===== src/rtl/relu_requant_stream.sv =====
// relu_requant_stream: captures an accumulator vector and a bias vector in one
// handshake, then streams bias-added, ReLU'd, shifted and saturated elements
// one per cycle on a valid/ready interface.
module relu_requant_stream #(
    parameter int ROWS      = 6,
    parameter int ACC_WIDTH = 20,
    parameter int OUT_WIDTH = 8,
    parameter int SHIFT     = 4,
    localparam int IDX_WIDTH = (ROWS > 1) ? $clog2(ROWS) : 1
) (
    input  logic                        clk,
    input  logic                        reset_n,
    input  logic                        in_valid,
    output logic                        in_ready,
    input  logic [ROWS*ACC_WIDTH-1:0]   in_vector,
    input  logic [ROWS*ACC_WIDTH-1:0]   in_bias,
    output logic                        out_valid,
    input  logic                        out_ready,
    output logic [OUT_WIDTH-1:0]        out_data,
    output logic [IDX_WIDTH-1:0]        out_index,
    output logic                        out_last,
    output logic                        busy
);

    localparam int SUM_WIDTH = ACC_WIDTH + 1;
    localparam logic [SUM_WIDTH-1:0] SAT_LIMIT  = SUM_WIDTH'({OUT_WIDTH{1'b1}});
    localparam logic [IDX_WIDTH-1:0] LAST_INDEX = IDX_WIDTH'(ROWS - 1);

    typedef enum logic {
        IDLE = 1'b0,
        EMIT = 1'b1
    } state_t;

    state_t                 state;
    logic [IDX_WIDTH-1:0]   counter;
    logic [IDX_WIDTH-1:0]   next_index;
    logic [ACC_WIDTH-1:0]   acc_mem  [ROWS];
    logic [ACC_WIDTH-1:0]   bias_mem [ROWS];
    logic                   capture;
    logic                   advance;

    // Bias add at one extra bit (cannot wrap), ReLU, shift, unsigned saturate.
    function automatic logic [OUT_WIDTH-1:0] requant(
        input logic [ACC_WIDTH-1:0] acc,
        input logic [ACC_WIDTH-1:0] bias
    );
        logic signed [SUM_WIDTH-1:0] sum;
        logic [SUM_WIDTH-1:0]        shifted;
        logic [OUT_WIDTH-1:0]        result;
        sum     = $signed({acc[ACC_WIDTH-1], acc}) + $signed({bias[ACC_WIDTH-1], bias});
        shifted = '0;
        result  = '0;
        if (!sum[SUM_WIDTH-1]) begin
            shifted = $unsigned(sum) >> SHIFT;
            result  = (shifted > SAT_LIMIT) ? '1 : shifted[OUT_WIDTH-1:0];
        end
        return result;
    endfunction

    assign in_ready   = (state == IDLE);
    assign capture    = in_valid && (state == IDLE);
    assign advance    = out_valid && out_ready;
    assign next_index = counter + IDX_WIDTH'(1);
    assign out_index  = counter;

    // Vector storage; only written on capture, so no reset is needed.
    always_ff @(posedge clk) begin
        if (capture) begin
            for (int unsigned i = 0; i < ROWS; i++) begin
                acc_mem[i]  <= in_vector[i*ACC_WIDTH +: ACC_WIDTH];
                bias_mem[i] <= in_bias[i*ACC_WIDTH +: ACC_WIDTH];
            end
        end
    end

    // Control FSM with registered stream outputs. Element 0 is computed straight
    // from the input bus at capture; later elements come from storage, loaded on
    // the same edge as the handshake so the stream has no bubbles.
    always_ff @(posedge clk or negedge reset_n) begin
        if (!reset_n) begin
            state     <= IDLE;
            counter   <= '0;
            out_valid <= 1'b0;
            out_data  <= '0;
            out_last  <= 1'b0;
            busy      <= 1'b0;
        end else begin
            case (state)
                IDLE: begin
                    if (capture) begin
                        state     <= EMIT;
                        counter   <= '0;
                        out_valid <= 1'b1;
                        busy      <= 1'b1;
                        out_data  <= requant(in_vector[ACC_WIDTH-1:0], in_bias[ACC_WIDTH-1:0]);
                        out_last  <= (ROWS == 1);
                    end
                end
                EMIT: begin
                    if (advance) begin
                        if (counter == LAST_INDEX) begin
                            state     <= IDLE;
                            counter   <= '0;
                            out_valid <= 1'b0;
                            out_last  <= 1'b0;
                            busy      <= 1'b0;
                        end else begin
                            counter  <= next_index;
                            out_data <= requant(acc_mem[next_index], bias_mem[next_index]);
                            out_last <= (next_index == LAST_INDEX);
                        end
                    end
                end
                default: begin
                    state     <= IDLE;
                    out_valid <= 1'b0;
                    busy      <= 1'b0;
                end
            endcase
        end
    end

endmodule

===== config.mk =====
export PLATFORM = sky130hd
export DESIGN_NAME = relu_requant_stream
export DESIGN_NICKNAME = d
export VERILOG_FILES = /design/src/rtl/relu_requant_stream.sv
export SDC_FILE = /design/constraint.sdc
export NUM_CORES = 1
export LEC_CHECK = 0
export CAP_MARGIN = 20
export CORE_MARGIN = 2
export CORE_UTILIZATION = 55
export DETAILED_ROUTE_END_ITERATION = 8
export GPL_ROUTABILITY_DRIVEN = 0
export PLACE_DENSITY_LB_ADDON = 0.1
export SETUP_SLACK_MARGIN = 0.5
export SYNTH_ARGS = -nofsm -noshare
export SYNTH_HDL_FRONTEND = slang
export SYNTH_SLANG_ARGS = --single-unit

===== constraint.sdc =====
create_clock -name clk -period 22.5 [get_ports clk]
set_input_delay 2.25 -clock clk [delete_from_list [all_inputs] [get_ports clk]]
set_output_delay 2.25 -clock clk [all_outputs]
set_load 0.05 [all_outputs]

==> impl_metrics.py <==
metrics = {
    "timing": {
        "maxSlewHeadroom_pct": 27.8,
        "hold_viol_final": 0,
        "rsz0062_at_grt": "no",
        "setup_viol": 0,
        "max_clock_freq_mhz": 184,
        "tns_ns": 0,
        "worst_slew_pin_slew_ns": 1.08,
        "finClkSkew_ns": 0.0175,
        "setup_ws_ns": 17.07,
        "fin_crit_sh_pct": 24.1,
        "slew_violations": 0,
        "min_period_ns": 5.43,
    },
    "synthesis": {
        "syn-instance-count": 768,
        "yosysSeqAreaShare_pct": 64.7,
        "syn_nets": 1053,
        "ys_types": 79,
        "synth_enable_flop_cells": 240,
        "ys_async_sr_fraction_pct": 5.51,
        "ys_ff_latch": 254,
        "synth.cell_area_um2": 11700,
        "ys_warn_count": 0,
        "synth_area_per_cell_um2": 15.2,
        "synth_flop_cell": "edfxtp_1",
    },
    "worst_hold_path": {
        "hold_depth": 1,
        "hold_path_class": "reg2reg",
        "worstHoldStart": "out_last",
        "min_to": "out_last",
    },
    "critical_path": {
        "ff2ff_path_depth": 16,
        "worstSetupStartpointType": "flip-flop",
        "r2r_slack_ns": 17.07,
        "critPathCaptureType": "flip-flop",
        "cp.required_ns": 22.86,
        "cp_data_arrival_time_ns": 5.79,
        "criticalPathCategory": "reg2reg",
        "regToRegEndpoint": "out_data[0]",
        "cp_max_fo": 41,
        "timing.rr.start": "out_index[0]",
    },
    "routing": {
        "drc": 0,
        "ant_nets": 0,
        "wire_per_inst_um": 19.7,
        "route.vias.total": 7536,
        "wirelength_mm": 26.1,
        "drt_first_iter_violations": 445,
        "first_pass_iters": 5,
        "vias_per_cell": 5.69,
    },
    "cts": {
        "clock_latency_ns": 0.52,
        "cts.repair.resized": 0,
        "cts_sinks": 254,
        "cts_buffers": 27,
        "cts_root_buffer": "clkbuf_16",
        "postCtsSetupBuffers": 0,
        "cts_hold_buf": 0,
        "cts_tree": "built",
        "cts.clk_slew.worst_paths_ns": 0.06,
        "htreeDepth": 1,
        "cts_buffer_depth": 3,
    },
    "global_routing": {
        "grt_use_met2_pct": 39.4,
        "grt.busiest_layer": "met2",
        "grt_pass1_vias": 7669,
        "grt_pass1_wl_mm": 40.0,
        "met1_usage_pct": 30.7,
        "grt-ovfl-total": 0,
        "gr-usage-met3_pct": 5.24,
        "grt_usage_pct": 23.3,
        "grt_max_degree": 91,
        "antenna_found_initial": 0,
    },
    "floorplanning": {
        "rows": 53,
        "die_area_um2": 22400,
        "num_io_pins": 259,
        "dieWidth_um": 150,
        "dieHeight_um": 150,
        "start_util_pct": 55.7,
        "core_region_area_um2": 21000,
    },
    "run_status": {
        "status": "completed",
    },
    "cells_and_area": {
        "diodes": 0,
        "layout_commonest_cell": "clkdlybuf4s50_1",
        "layout_common_cells": "258 x clkdlybuf4s50_1, 240 x edfxtp_1, 60 x nand2_1",
        "drive_gt1_share_pct": 10.4,
        "fin_nets": 1317,
        "area_delta_synth_final_pct": 32.1,
    },
    "placed_design": {
        "port_buffers": 258,
        "pre_cts_slack_ns": 16.45,
        "hpwl_mm": 18.9,
    },
    "power_and_ir_drop": {
        "power_density_nw_per_um2": 155,
        "leakage_nw": 5.55,
        "vdd_ir_drop_max_v": 0.000111,
    },
    "flow_run": {
        "drv_cap": 0,
    },
}
## layer usage
layer | share of wire (%) | up-vias
li1 | - | 3580
met1 | 40 | 3649
met2 | 50 | 265
met3 | 8.5 | 42
met4 | 2.0 | 0
met5 | 0 | -
## stage by stage
| step | utilization, % | instances | total power [mW] | area, um2 | hold WS (ns) |
|---|---|---|---|---|---|
| after global placement | 69.4 | 1276 | 1.95 | 14500 | 0.474 |
| after detailed placement | 69.4 | 1276 | 1.97 | 14500 | 0.485 |
| after CTS | 73.4 | 1323 | 2.39 | 15400 | 0.495 |
| final | 73.6 | 1325 | 2.38 | 15400 | 0.494 |
| after global routing | 73.6 | 1325 | 2.56 | 15400 | 0.521 |
| after floorplan | - | 768 | 1.68 | 11700 | 0.494 |
## worst max path at each step
stage | start | slack (ns) | end
after floorplan | in_valid | 7.23 | out_data[1]
after global placement | in_valid | 16.54 | acc_mem[1][7]
after detailed placement | in_valid | 16.45 | acc_mem[0][7]
after CTS | out_index[0] | 16.96 | out_data[7]
after global routing | out_index[0] | 16.52 | out_data[3]
final | out_index[0] | 17.07 | out_data[0]
## logic make-up (layout without fill, tap and decap cells)
family	count (synthesis)	in the layout	share of synthesized area, %
AOI/OAI and AO/OA	178	178	10.6
xor gates and xnor gates	21	21	1.70
adders and majority gates	41	41	4.39
buffers and inverters	47	329	1.65
DFF	254	254	64.7
muxes	79	79	10.9
and+or+nand+nor	148	148	6.07
## layout make-up
type	instances	area, um2
Clock buffer	37	773
Clock inverter	10	73.8
Fill cell	1416	5540
Inverter	16	60.1
Multi-Input combinational cell	467	3940
Sequential cell	254	7560
Tap cell	275	344
Timing Repair Buffer	266	2660
## where the power goes
group	internal [mW]	total [mW]	switching (mW)	leakage, nW
Clock	0.249	0.418	0.169	0.421
Sequential	0.610	0.654	0.0437	2.33
Combinational	0.551	1.31	0.761	2.79
## registers in the layout, indices dropped and copies added (netlist names)
| signal | flops |
|---|---|
| out_last | 1 |
| out_index | 3 |
| busy | 1 |
| acc_mem | 120 |
| bias_mem | 120 |
| state | 1 |
| out_data | 8 |
## Yosys cell counts, types with 3 or more instances
library cell	number	area [um2]
edfxtp_1	240	7210
nand2_1	60	225
o21ai_0	47	235
ha_1	41	513
mux2i_1	39	390
mux4_2	38	856
a21oi_1	32	160
nor2_1	28	105
a21o_1	21	158
clkbuf_1	19	71.3
nand3_1	18	90.1
inv_1	16	60.1
dfrtp_1	14	350
xnor2_1	12	105
nor3_1	10	50.1
a22oi_1	8	60.1
o31ai_1	8	60.1
xor2_1	7	61.3
buf_1	6	22.5
o21ai_1	6	30.0
and3_1	5	31.3
nand4_1	5	31.3
o211ai_1	5	37.5
a31oi_1	4	25.0
nor2b_1	4	25.0
a211oi_1	3	22.5
o21a_1	3	22.5
o21bai_1	3	22.5
o22ai_1	3	18.8
or3_1	3	18.8
## worst max-delay path: stages, from the launching register on
cell,delay [ns]
dfrtp_4,0.93
inv_1,0.14
ha_2,0.70
buf_4,0.47
mux4_2,0.37
nand2_1,0.08
o21ai_0,0.15
ha_1,0.48
a21o_1,0.23
a21o_1,0.17
a21o_1,0.18
or3_1,0.30
o211ai_1,0.18
o211a_2,0.23
o2111ai_4,0.20
o31ai_1,0.31
nand3_1,0.11
No activity file was read; power rests on OpenSTA's default activity.
